<file path="src/rtl/sensor_input_conditioner.sv">
// sensor_input_conditioner
// Synchronises and debounces the raw field-sensor switches (low/mid/high water level,
// earth humidity, air humidity, low temperature) and reports settled transitions.
//
// Ports:
//   clock         system clock, rising edge
//   reset_n       asynchronous active-low reset
//   sample_tick   debounce qualifier; counters only advance while high
//   raw_levels    asynchronous switch inputs
//   clean_levels  debounced, registered levels
//   level_changed one-cycle pulse when any clean bit updates
//   change_mask   bits that updated this cycle (zero when level_changed is low)
//
// Bit order: 0 low_water, 1 mid_water, 2 high_water, 3 earth_humidity,
//            4 air_humidity, 5 low_temperature.

module sensor_input_conditioner #(
    parameter int unsigned       WIDTH        = 6,
    parameter int unsigned       SYNC_STAGES  = 2,
    parameter int unsigned       STABLE_TICKS = 16,
    parameter logic [WIDTH-1:0]  RESET_VALUE  = '0
) (
    input  logic             clock,
    input  logic             reset_n,
    input  logic             sample_tick,
    input  logic [WIDTH-1:0] raw_levels,
    output logic [WIDTH-1:0] clean_levels,
    output logic             level_changed,
    output logic [WIDTH-1:0] change_mask
);

    localparam int unsigned CntW = $clog2(STABLE_TICKS);
    localparam logic [CntW-1:0] CntMax = CntW'(STABLE_TICKS - 1);

    logic [WIDTH-1:0] sync_q [SYNC_STAGES];
    logic [WIDTH-1:0] sync_lvl;
    logic [WIDTH-1:0] pending;

    logic [CntW-1:0]  cnt_q [WIDTH];
    logic [CntW-1:0]  cnt_d [WIDTH];
    logic [WIDTH-1:0] clean_q, clean_d;
    logic [WIDTH-1:0] mask_q, mask_d;
    logic             changed_q, changed_d;

    // Synchroniser chain; stage 0 is the only flop that sees the raw pins.
    always_ff @(posedge clock or negedge reset_n) begin
        if (!reset_n) begin
            for (int s = 0; s < SYNC_STAGES; s++) begin
                sync_q[s] <= RESET_VALUE;
            end
        end else begin
            sync_q[0] <= raw_levels;
            for (int s = 1; s < SYNC_STAGES; s++) begin
                sync_q[s] <= sync_q[s-1];
            end
        end
    end

    assign sync_lvl = sync_q[SYNC_STAGES-1];

    // Per-bit state is implied by the registered levels: a bit is PENDING exactly while
    // its synchronised level differs from its clean level, STABLE otherwise. The edge on
    // which sync first differs is therefore the STABLE->PENDING edge and the counter
    // (held at 0 in STABLE) does not advance on it.
    assign pending = sync_lvl ^ clean_q;

    always_comb begin
        clean_d = clean_q;
        mask_d  = '0;
        cnt_d   = cnt_q;
        for (int i = 0; i < WIDTH; i++) begin
            if (!pending[i]) begin
                // Stable, or a glitch returned to the clean value: restart qualification.
                cnt_d[i] = '0;
            end else if (sample_tick) begin
                if (cnt_q[i] == CntMax) begin
                    clean_d[i] = sync_lvl[i];
                    mask_d[i]  = 1'b1;
                    cnt_d[i]   = '0;
                end else begin
                    cnt_d[i] = cnt_q[i] + CntW'(1);
                end
            end
        end
        changed_d = |mask_d;
    end

    always_ff @(posedge clock or negedge reset_n) begin
        if (!reset_n) begin
            clean_q   <= RESET_VALUE;
            mask_q    <= '0;
            changed_q <= 1'b0;
            for (int i = 0; i < WIDTH; i++) begin
                cnt_q[i] <= '0;
            end
        end else begin
            clean_q   <= clean_d;
            mask_q    <= mask_d;
            changed_q <= changed_d;
            cnt_q     <= cnt_d;
        end
    end

    assign clean_levels  = clean_q;
    assign level_changed = changed_q;
    assign change_mask   = mask_q;

endmodule
</file>
<file path="config.mk">
export PLATFORM = sky130hd
export DESIGN_NAME = sensor_input_conditioner
export DESIGN_NICKNAME = d
export VERILOG_FILES = /design/src/rtl/sensor_input_conditioner.sv
export SDC_FILE = /design/constraint.sdc
export NUM_CORES = 1
export LEC_CHECK = 0
export ABC_CLOCK_PERIOD_IN_PS = 1870
export CELL_PAD_IN_SITES_DETAIL_PLACEMENT = 1
export CELL_PAD_IN_SITES_GLOBAL_PLACEMENT = 1
export CORE_MARGIN = 2
export CORE_UTILIZATION = 25
export CTS_CLUSTER_SIZE = 16
export DETAILED_ROUTE_END_ITERATION = 7
export PLACE_DENSITY = 0.59
export SETUP_SLACK_MARGIN = 0.2
export SYNTH_ARGS = -nofsm -noshare
export SYNTH_HDL_FRONTEND = slang
export SYNTH_SLANG_ARGS = --single-unit
</file>
<file path="constraint.sdc">
create_clock -name clock -period 1.87 [get_ports clock]
set_clock_uncertainty 0.2 [all_clocks]
set_input_delay 0.2805 -clock clock [delete_from_list [all_inputs] [get_ports clock]]
set_output_delay 0.2805 -clock clock [all_outputs]
set_load 0.05 [all_outputs]
</file>
==> flow_metrics.py, run 1 <==
metrics = {
    "yosys": {
        "synth_area_um2": 2050,
        "synth_top_area_share_pct": 59.9,
        "synth-seq-cells": 49,
        "syn_inst": 168,
        "synth_area_leader_cell": "dfrtp_1",
        "synth_cell_type_count": 22,
        "ys_warn_count": 0,
        "avgSynthCellArea_um2": 12.2,
        "synth_area_leaders": "dfrtp_1 60%, xnor2_2 4.8%, nor2_1 4.6%, mux2i_1 4.4%, ha_1 3.7%",
        "synth_nets": 183,
        "ys_seq_area_share_pct": 59.9,
    },
    "worst_setup_path": {
        "cp_cell_sequence": "clkdlybuf4s50_1 -> buf_12 -> nand4_1 -> nor2_2 -> or4_1",
        "endpoint_kind": "flip-flop",
        "crit_required_ns": 1.85,
        "cp.arrival_ns": 1.59,
        "critical_path_class": "input pin to flip-flop",
        "path_buf_inv": 2,
        "cp_slowest_cell": "or4_1",
        "critPathMaxFanout": 17,
        "crit_family": "simple AND/OR/NAND/NOR gates",
        "max_stage_delay_ns": 0.51,
        "crit_path_start_kind": "input pin",
    },
    "final_layout": {
        "utilization_pct": 34.1,
        "drive_gt1_share_pct": 33.2,
        "diodes": 0,
        "areaGrowthSynthToFinish_pct": 34.8,
        "fillers": 910,
        "nets": 237,
    },
    "global_route": {
        "overflow": 0,
        "grt_max_degree": 50,
        "grt_pass1_vias": 1471,
        "grt_pass1_wl_mm": 6.91,
        "antenna_found_initial": 0,
        "track_usage_pct": 10.1,
    },
    "timing": {
        "slew_headroom_pct": 82.5,
        "rsz0062_at_grt": "no",
        "tightest_slew_ns": 0.263,
        "finalCritPeriodShare_pct": 86.1,
        "min_period_ns": 1.61,
        "setup_tns_ns": 0,
        "hold_viol_final": 0,
        "holdWs_ns": 0.156,
        "finalSetupViolations": 0,
        "fmax_ghz": 0.621,
        "finalMaxSlewViolations": 0,
    },
    "place": {
        "io_buffers": 21,
        "globalplace.congestion": 0.714,
        "dp_hpwl_mm": 2.71,
    },
    "drt": {
        "first_iter_violations": 48,
        "drt-total-wl_mm": 4.10,
        "vias": 1459,
        "drcViolationCount": 0,
        "drt-pass1-iter-count": 4,
        "routedWlPerCell_um": 12.5,
        "viasPerCell": 4.45,
        "antenna_left": 0,
    },
    "floorplanning": {
        "die_w_um": 94.5,
        "core_area_um2": 8090,
        "dieArea_um2": 8930,
        "ios": 22,
        "die_h_um": 94.5,
        "start_util_pct": 25.3,
        "fp-row-count": 33,
    },
    "power_and_ir_drop": {
        "power_density_nw_per_um2": 755,
        "p_leak_uw": 0.00124,
        "vdd_drop_max_v": 0.000280,
    },
    "clocking": {
        "cts_tree": "done",
        "cts.clk_slew.worst_paths_ns": 0.09,
        "clk_latency_ns": 0.30,
        "cts_made_buffers": 5,
        "clock_path_buffers": 2,
        "h-tree-depth": 2,
        "root_buffer": "clkbuf_8",
        "cts.sinks": 49,
    },
    "hold_path": {
        "min_path_type": "flip-flop to flip-flop",
    },
    "flow_run": {
        "maxCapViolCount": 0,
    },
    "outcome": {
        "outcome": "complete, no violations",
    },
}
stage by stage:
step	setup WS (ns)	power, µW	std cells	cell area, µm²
floorplan	0.202	1230	168	2090
global placement	-0.0221	1310	309	2540
detailed placement	-0.0458	1310	309	2540
CTS	0.208	2100	322	2690
global route	0.197	2190	328	2760
finish	0.259	2080	328	2760
worst reg2reg max path: stages (launching register included):
cell and delay, ns:
dfrtp_1 0.42, ha_1 0.25, nand4_1 0.13, o22ai_1 0.09, or4_1 0.39
cells in the mapped netlist (all sizes together):
cell	count
xor2	6
o21ai	1
a21oi	10
nor3	5
mux2	6
nand3b	3
or3	1
ha	6
xnor2	6
o22ai	2
nor2	26
dfrtp	49
nand2b	3
nand2	8
nand4	6
mux2i	9
a41oi	5
nand3	8
or4	1
a31oi	3
buf	4
what timing repair did:
action,CTS,global route
setup endpoints to repair,1,1
pin swaps,0,2
gates resized for setup,1,5
hold buffers,1,0
buffers inserted,4,6
hold endpoints to repair,49,0
cells by family (layout without fill, tap and decap cells):
group / Yosys count / in the layout / share of synthesized area (%)
and+or+nand+nor: 61 / 61 / 14.1
DFF: 49 / 49 / 59.9
AOI/OAI and AO/OA: 21 / 21 / 6.36
muxes: 15 / 15 / 7.70
xor gates and xnor gates: 12 / 12 / 7.33
adders and majority gates: 6 / 6 / 3.67
buffers and inverters: 4 / 59 / 0.978
sequential cells by signal, indices dropped and copies added (netlist names):
signal,count
level_changed,1
cnt_q,24
clean_levels,6
change_mask,6
sync_lvl,6
sync_q,6
layout make-up:
class	count	area (µm²)	area share [%]
clock inverter	2	38.8	1.41
sequential	49	1230	44.7
clock buffer	6	72.6	2.63
tap	105	131	4.76
multi-input combinational	115	857	31.1
timing repair buffer	51	425	15.4
power breakdown:
part	leakage [µW]	internal, µW	switching [µW]
clock	0.0000554	402	365
sequential	0.000638	1090	30.7
combinational	0.000545	104	89.7
total	0.00124	1600	485
cells in the final DEF, fill, tap and decap left out, types with 6 or more instances in the layout:
cell             instances
nand4_1                  6
dfrtp_2                  6
nand2_1                  8
mux2_2                   6
clkdlybuf4s50_1          7
a21oi_1                 10
mux2i_1                  9
xor2_1                   6
dfrtp_1                 43
buf_4                   40
nor2_1                  25
nand3_1                  8
path summary, 6_finish.rpt:
kind	startpoint	end	slack, ns	cells after the start
setup / recovery	sample_tick	level_changed	0.26	5
hold / removal	sync_q[7]	sync_lvl[1]	0.16	0
setup reg to reg	cnt_q[8]	level_changed	0.26	4
hold reg to reg	sync_q[7]	sync_lvl[1]	0.16	0
max in group asynchronous	reset_n	clean_levels[1]	0.93	3
min in group asynchronous	reset_n	change_mask[5]	0.30	3
per-layer routing:
| layer | GRT usage, % | wire length [µm] |
|---|---|---|
| met2 | 16.0 | 1960 |
| met1 | 13.0 | 1860 |
| met3 | 3.35 | 223 |
| met5 | 0 | 0 |
| met4 | 3.26 | 57 |
Power figures use the tool's default switching activity.
==> run 2: changes to the inputs <==
--- a/config.mk
+++ b/config.mk
@@ -10,6 +10,7 @@
 export CELL_PAD_IN_SITES_GLOBAL_PLACEMENT = 1
 export CORE_MARGIN = 2
 export CORE_UTILIZATION = 25
+export CTS_BUF_LIST = sky130_fd_sc_hd__clkbuf_16
 export CTS_CLUSTER_SIZE = 16
 export DETAILED_ROUTE_END_ITERATION = 7
 export PLACE_DENSITY = 0.59
==> run 2 against run 1 <==
Compared with the run above:
- wire length increased by 3.5%
- cell area increased by 2.9%
- global-route usage increased by 0.24 points
- first-iteration DRC count decreased by 15%
- largest cell class unchanged
- largest power group unchanged
==> flow_metrics.py, run 2 (same netlist as run 1, synthesis figures left out) <==
metrics = {
    "outcome": {
        "outcome": "complete, no violations",
    },
    "drt": {
        "antenna_left": 0,
        "first_iter_violations": 41,
        "drt-pass1-iter-count": 4,
        "drt-total-wl_mm": 4.25,
        "routedWlPerCell_um": 12.9,
        "viasPerCell": 4.42,
        "vias": 1453,
        "drcViolationCount": 0,
    },
    "worst_setup_path": {
        "endpoint_kind": "flip-flop",
        "crit_family": "simple AND/OR/NAND/NOR gates",
        "critPathMaxFanout": 4,
        "reg2reg_slack_ns": 0.25,
        "crit_cells": 4,
        "path_buf_inv": 0,
        "reg2reg_to": "level_changed",
        "reg2reg_depth": 4,
        "cp_slowest_cell": "or4_1",
        "crit_path_start_kind": "flip-flop",
        "cp.arrival_ns": 1.58,
        "max_stage_delay_ns": 0.46,
        "critPathLaunch": "cnt_q[0]",
        "critical_path_class": "flip-flop to flip-flop",
        "crit_required_ns": 1.83,
        "cp_cell_sequence": "ha_4 -> nand4_1 -> o22ai_1 -> or4_1",
        "rr_startpoint": "cnt_q[0]",
        "endpoint": "level_changed",
    },
    "floorplanning": {
        "die_h_um": 94.5,
        "die_w_um": 94.5,
        "start_util_pct": 25.3,
        "dieArea_um2": 8930,
        "core_area_um2": 8090,
        "fp-row-count": 33,
        "ios": 22,
    },
    "final_layout": {
        "final_common_cell": "dfrtp_1",
        "diodes": 0,
        "layout_common_cells": "43 x dfrtp_1, 41 x buf_4, 25 x nor2_1",
        "stdcell_count": 329,
        "drive_gt1_share_pct": 33.9,
        "nets": 238,
        "largest_reg_flops": 24,
        "areaGrowthSynthToFinish_pct": 38.6,
        "top_register": "cnt_q",
    },
    "timing": {
        "slew_headroom_pct": 82.5,
        "holdWs_ns": 0.150,
        "setup_tns_ns": 0,
        "finalMaxSlewViolations": 0,
        "fmax_ghz": 0.619,
        "hold_viol_final": 0,
        "rsz0062_at_grt": "no",
        "tightest_slew_ns": 0.263,
        "min_period_ns": 1.62,
        "finalCritPeriodShare_pct": 86.4,
        "finalSetupViolations": 0,
    },
    "clocking": {
        "h-tree-depth": 2,
        "clk_latency_ns": 0.29,
        "cts_made_buffers": 5,
        "cts.sinks": 49,
        "cts.clk_slew.worst_paths_ns": 0.06,
        "cts_tree": "done",
        "root_buffer": "clkbuf_16",
        "clock_path_buffers": 2,
    },
    "global_route": {
        "antenna_found_initial": 0,
        "grt_pass1_wl_mm": 7.02,
        "track_usage_pct": 10.3,
        "grt_pass1_vias": 1466,
        "overflow": 0,
        "grt_max_degree": 50,
    },
    "power_and_ir_drop": {
        "vdd_drop_max_v": 0.000322,
        "power_density_nw_per_um2": 827,
        "cell_internal_pwr_uw": 1830,
        "pwr-share-clk_pct": 43.7,
        "p_leak_uw": 0.00128,
        "pwr-share-comb_pct": 8.3,
        "p_seq_share_pct": 48.1,
        "switching_share_pct": 22.1,
        "p_switching_uw": 518,
    },
    "hold_path": {
        "hold_depth": 0,
        "min_path_type": "flip-flop to flip-flop",
    },
    "place": {
        "globalplace.congestion": 0.714,
        "io_buffers": 21,
        "placed_cells": 309,
        "dp_hpwl_mm": 2.71,
    },
    "flow_run": {
        "maxCapViolCount": 0,
    },
}
==> run 2: power by group through the flow <==
stage	clock (µW)	combinational [µW]	sequential, µW
final	1020	194	1130
after global routing	1100	219	1130
after CTS	1060	177	1130
after detailed placement	0	162	1150
after global placement	0	160	1150
after floorplan	0	83.8	1140
==> run 2: cell type report <==
type	count	area, µm²
timing repair buffer	52	435
tap	105	131
sequential	49	1230
fill	910	5260
clock inverter	3	42.5
multi-input combinational	115	870
clock buffer	5	125
==> run 2: timing repair <==
item / 4_1_cts / 5_1_grt
endpoints found under the setup margin: 1 / 1
resized for setup: 3 / 6
buffers inserted: 3 / 8
hold buffers: 1 / 0
pin swaps: 0 / 2
endpoints found under the hold margin: 49 / 0
==> run 2: worst min-delay path by stage <==
stage | from | end | slack (ns)
global route | sync_q[8] | sync_lvl[2] | 0.16
global placement | reset_n | cnt_q[0] | 0.09
detailed placement | reset_n | cnt_q[0] | 0.09
floorplan | reset_n | change_mask[0] | -0.22
finish | sync_q[7] | sync_lvl[1] | 0.15
CTS | sync_q[7] | sync_lvl[1] | 0.15
==> run 2: stage by stage <==
stage	setup WS (ns)	utilization [%]	total power (µW)	cell area, µm²
after floorplan	0.202	-	1230	2090
after global routing	0.188	35.1	2450	2840
final	0.254	35.1	2350	2840
after CTS	0.224	34.0	2370	2750
after detailed placement	-0.0458	31.4	1310	2540
after global placement	-0.0221	31.4	1310	2540
==> run 2: metal layers <==
| metal | vias to the layer above | wire [µm] | global-route usage, % | share of wire, % |
|---|---|---|---|---|
| li1 | 705 | - | - | - |
| met5 | - | 0 | 0 | 0 |
| met2 | 21 | 2050 | 16.3 | 48 |
| met3 | 7 | 207 | 3.35 | 4.9 |
| met4 | 0 | 76 | 3.99 | 1.8 |
| met1 | 720 | 1910 | 13.2 | 45 |
==> RTL change 1 (settings of run 1) <==
`SYNC_STAGES`: 2 -> 4.
--- a/src/rtl/sensor_input_conditioner.sv
+++ b/src/rtl/sensor_input_conditioner.sv
@@ -16,7 +16,7 @@
 
 module sensor_input_conditioner #(
     parameter int unsigned       WIDTH        = 6,
-    parameter int unsigned       SYNC_STAGES  = 2,
+    parameter int unsigned       SYNC_STAGES  = 4,
     parameter int unsigned       STABLE_TICKS = 16,
     parameter logic [WIDTH-1:0]  RESET_VALUE  = '0
 ) (
Formal check against the unedited RTL: same outputs for any inputs over 10 cycles, from zero or initial values and one cycle with reset_n low; that may be too few to reach the edited logic, so the function may still have changed.
==> RTL change 1 against run 1 <==
- total power rose by 32%
- via count rose by 7.6%
- wire length rose by 12%
- sequential cell count rose by 12
- worst setup slack got worse by 0.010 ns
- area after synthesis rose by 15%
- highest routed layer unchanged
- critical path depth rose by 1
- design area rose by 14%
- largest power group unchanged
==> RTL change 1: results (changes against run 1) <==
outcome: "complete, no violations"
worst_skew_pair.late_latency_ns: 0.33  # +0.03 ns
synth_top_flop_cell: "sky130_fd_sc_hd__dfrtp_1"
yosysUniqueCellTypes: 22  # unchanged
cpPeakStageDelay_ns: 0.50
pre_cts_slack_ns: -0.05849  # -0.01273 ns
critical_path_fanouts_max: 16  # -1
dr.first_iter.drc_count: 70  # +46%
tritoncts.num_buffers: 9  # +4
grt_antenna_before_repair: 0  # unchanged
critical_path.reg2reg.startpoint: "cnt_q[16]"
synth_cell_count_leaders: "61 x sky130_fd_sc_hd__dfrtp_1, 25 x sky130_fd_sc_hd__nor2_1, 10 x sky130_fd_sc_hd__a21oi_1"
synth_xor_area_share_pct: 6.397  # -0.94 points
irDropWorstVdd_mv: 0.3423  # +22%
max_slew_margin_pct: 78.46  # -4.0 points
clock_transition_at_path_regs_ns: 0.07  # -0.02 ns
vias_per_cell: 4.473  # +0.56%
cellLeakagePower_nw: 1.403  # +13%
timing.critical_path.slowest_stage_cell: "sky130_fd_sc_hd__clkdlybuf4s50_1"
holdCritStartpoint: "sync_q[16]"
synth.avg_cell_area_um2: 13.04  # +7.0%
final_layout_size_suffix_gt1_share_pct: 34.17  # +0.98 points
ys_async_sr_fraction_pct: 100.0  # unchanged
synth_compound_area_share_pct: 5.544  # -0.81 points
place_congestion: 0.7324  # +2.6%
vias_in_the_first_global_route: 1694  # +15%
multiplexer_area_fraction_after_synthesis_pct: 6.716  # -0.99 points
dpl-instance-area_mm2: 0.002825  # +11%
r2r_slack_ns: 0.26  # about the same
synth.top_cells.by_area: "sky130_fd_sc_hd__dfrtp_1 65%, sky130_fd_sc_hd__xnor2_2 4.2%, sky130_fd_sc_hd__nor2_1 4.0%"
hpwlAfterDp_um: 2929  # +8.1%
cts.htree.levels: 3  # +1
critical_path.endpoint: "clean_levels[0]"
vias: 1570  # +7.6%
grt_start_max_net_pins: 62  # +24%
finalHoldWorstSlack_ns: 0.1420  # -0.01362 ns
netSwitchingPower_mw: 0.6391  # +32%
dp.cells: 324  # +4.9%
fraction_of_the_yosys_area_taken_by_sequential_cells_pct: 65.03  # +5.1 points
grt_pass1_wl_um: 7866  # +14%
post_synthesis_net_count: 195  # +6.6%
cts_root_buffer: "sky130_fd_sc_hd__clkbuf_8"
finalCriticalPeriod_ns: 1.621  # +0.01029 ns
min_to: "sync_q[10]"
grt.total_usage_pct: 10.14  # +0.066 points
synth_fa_ha_area_share_pct: 3.198  # -0.47 points
largest_registers: "cnt_q (24), sync_q (18)"
drt_wl_total_um: 4609  # +12%
==> RTL change 1: cell count changes in the layout (fill, tap and decap cells not counted), sizes merged <==
| cell | before | now |
|---|---|---|
| dfrtp | 49 | 61 |
| clkbuf | 6 | 11 |
| buf | 43 | 40 |
| clkinv | 1 | 4 |
==> RTL change 1: kinds of logic after synthesis <==
kind of cell,count (synthesis)
XOR/XNOR,12
AO/OA/AOI/OAI,21
buffers and inverters,4
flip-flops,61
multiplexers,15
adder cells (fa/ha/maj),6
AND/OR/NAND/NOR,61
==> RTL change 1: area by class of cell <==
cell class	instances	area, um^2
clock buffer	11	141.4
multi-input combinational	115	869.6
sequential	61	1536
fill	994	6013
clock inverter	5	50.05
timing repair buffer	48	402.9
tap	111	138.9
==> RTL change 1: power by group through the flow <==
stage          Clock, mW  Sequential, mW  Combinational [mW]
2_1_floorplan          0            1.42              0.0838
3_3_place_gp           0            1.43               0.161
3_5_place_dp           0            1.43               0.165
4_1_cts             1.21            1.40               0.175
5_1_grt             1.26            1.41               0.215
6_report            1.15            1.41               0.188
==> RTL change 1: what timing repair did <==
action / CTS / global route
hold buffers: 1 / 0
setup buffers: 2 / 8
resized for setup: 2 / 8
hold endpoints to repair: 61 / 0
setup endpoints to repair: 1 / 1
pin swaps: 0 / 5
==> RTL change 1: worst max-delay path: cells and delay by family <==
kind	cells	cell delay (ns)
buf+inv	4	0.96
mux	1	0.25
simple gates	1	0.15
==> RTL change 1: metal layers <==
layer	part of all wire (%)	wire length [um]	up-vias	global-route usage [%]
met3	3.9	179	10	3.953
met1	45	2080	788	12.04
met2	49	2253	27	16.15
met4	2.1	95	0	4.782
met5	0	0	-	0
li1	-	-	745	-
==> RTL change 2 (settings of run 1) <==
Made on the original files. Remove the register `mask_q`: a continuous assignment takes its place, so the output `change_mask` follows one clock earlier.
--- a/src/rtl/sensor_input_conditioner.sv
+++ b/src/rtl/sensor_input_conditioner.sv
@@ -88,18 +88,18 @@
     always_ff @(posedge clock or negedge reset_n) begin
         if (!reset_n) begin
             clean_q   <= RESET_VALUE;
-            mask_q    <= '0;
             changed_q <= 1'b0;
             for (int i = 0; i < WIDTH; i++) begin
                 cnt_q[i] <= '0;
             end
         end else begin
             clean_q   <= clean_d;
-            mask_q    <= mask_d;
             changed_q <= changed_d;
             cnt_q     <= cnt_d;
         end
     end
+
+    assign mask_q = mask_d;
 
     assign clean_levels  = clean_q;
     assign level_changed = changed_q;
Formal check against the unedited RTL: no difference found for any inputs over 10 cycles, from zero or initial values and one cycle with reset_n low; that may be too few to reach the edited logic, so the function may still have changed.
==> RTL change 2 against run 1 <==
- total power is 10% lower
- sequential share of layout area decreased by 8.0 points
- wire length increased by 15%
- worst setup slack got worse by 0.23 ns
- first-iteration DRC count fell by 35%
- global-route usage grew 2.1 points
- area after synthesis decreased by 7.3%
- clock power decreased by 15%
- hold slack got worse by 0.0045 ns
- critical path type is now reg2out
- final cell count rose by 3.7%
- largest power group unchanged
- design area rose by 6.5%
- via count increased by 5.1%
- sequential cell count fell by 6
==> RTL change 2: results (changes against run 1) <==
hpwlAfterDp_um: 2883  # +6.4%
finalHoldWorstSlack_ns: 0.1511  # -0.004453 ns
fin_nets: 255  # +7.6%
vias_per_cell: 4.509  # +1.4%
regArea_mm2: 0.001079  # -13%
critPathLaunch: "cnt_q[12]"
drtPass1Iterations: 4  # unchanged
synth.avg_cell_area_um2: 11.71  # -3.9%
synth_compound_area_share_pct: 6.860  # +0.50 points
dpl-instance-area_mm2: 0.002446  # -3.7%
critPathArrivalTime_ns: 1.36  # -0.23 ns
outcome: "complete, no violations"
grt_pass1_wl_um: 7962  # +15%
vias_in_the_first_global_route: 1601  # +8.8%
critical_path.top_delay_family: "flip-flops"
critical_path.reg2reg.startpoint: "cnt_q[17]"
worstMarginPinSlew_ns: 0.4527  # +0.1901 ns
fraction_of_the_yosys_area_taken_by_sequential_cells_pct: 56.73  # -3.2 points
place_congestion: 0.7624  # +6.8%
fillerInstances: 833  # -8.5%
final-instance-count-excl-fill: 340  # +3.7%
r2r_path_end: "clean_levels[1]"
synth_xor_area_share_pct: 7.916  # +0.58 points
cellLeakagePower_nw: 1.301  # +5.0%
pre_cts_slack_ns: -0.09858  # -0.05283 ns
final_layout_size_suffix_gt1_share_pct: 41.49  # +8.3 points
critical_path_fanouts_max: 2  # -15
irDropWorstVdd_mv: 0.3027  # +8.0%
grt.total_usage_pct: 12.19  # +2.1 points
clock_transition_at_path_regs_ns: 0.08
drt_wl_total_um: 4737  # +15%
cpPeakStageDelay_ns: 0.40  # -0.11 ns
post-route-period-util_pct: 98.31  # +12 points
multiplexer_area_fraction_after_synthesis_pct: 8.311  # +0.61 points
r2r_slack_ns: 0.06  # -0.20 ns
timing.critical_path.slowest_stage_cell: "sky130_fd_sc_hd__dfrtp_1"
synth_fa_ha_area_share_pct: 3.958  # +0.29 points
synth_cell_count_leaders: "43 x sky130_fd_sc_hd__dfrtp_1, 25 x sky130_fd_sc_hd__nor2_1, 10 x sky130_fd_sc_hd__a21oi_1"
dp.cells: 295  # -4.5%
critical_path.endpoint: "change_mask[2]"
cts-resized-gates: 15  # +14
cts.repair_timing.setup_buffer_count: 28  # +24
r2r_cells: 7  # +3
post_synthesis_net_count: 177  # -3.3%
synth.top_cells.by_area: "sky130_fd_sc_hd__dfrtp_1 57%, sky130_fd_sc_hd__xnor2_2 5.1%, sky130_fd_sc_hd__nor2_1 4.9%"
grt_start_max_net_pins: 20  # -60%
-- RTL change 2: changes by cell type in the layout (fill, tap and decap cells not counted), sizes merged --
cell           before  now
bufinv              1    0
buf                43   67
dlygate4sd2         0    1
clkbuf              6    8
clkinv              1    0
dfrtp              49   43
clkdlybuf4s50       7    6
-- RTL change 2: final cells by class --
| cell class | count | area share [%] |
|---|---|---|
| Clock buffer | 8 | 3.407 |
| Multi-Input combinational cell | 115 | 32.15 |
| Sequential cell | 43 | 36.71 |
| Tap cell | 99 | 4.216 |
| Timing Repair Buffer | 75 | 23.51 |
-- RTL change 2: power by group --
group	internal (mW)	switching [mW]	total, mW
clock network	0.337	0.313	0.650
logic	0.121	0.105	0.226
registers	0.963	0.0339	0.997
-- RTL change 2: per-layer routing --
layer  GRT usage (%)  share of wire (%)  vias up
li1                -                  -      733
met1           16.45                 48      772
met2           18.83                 47       21
met3           3.402                3.5        7
met4           4.167                1.4        0
met5               0                  0        -
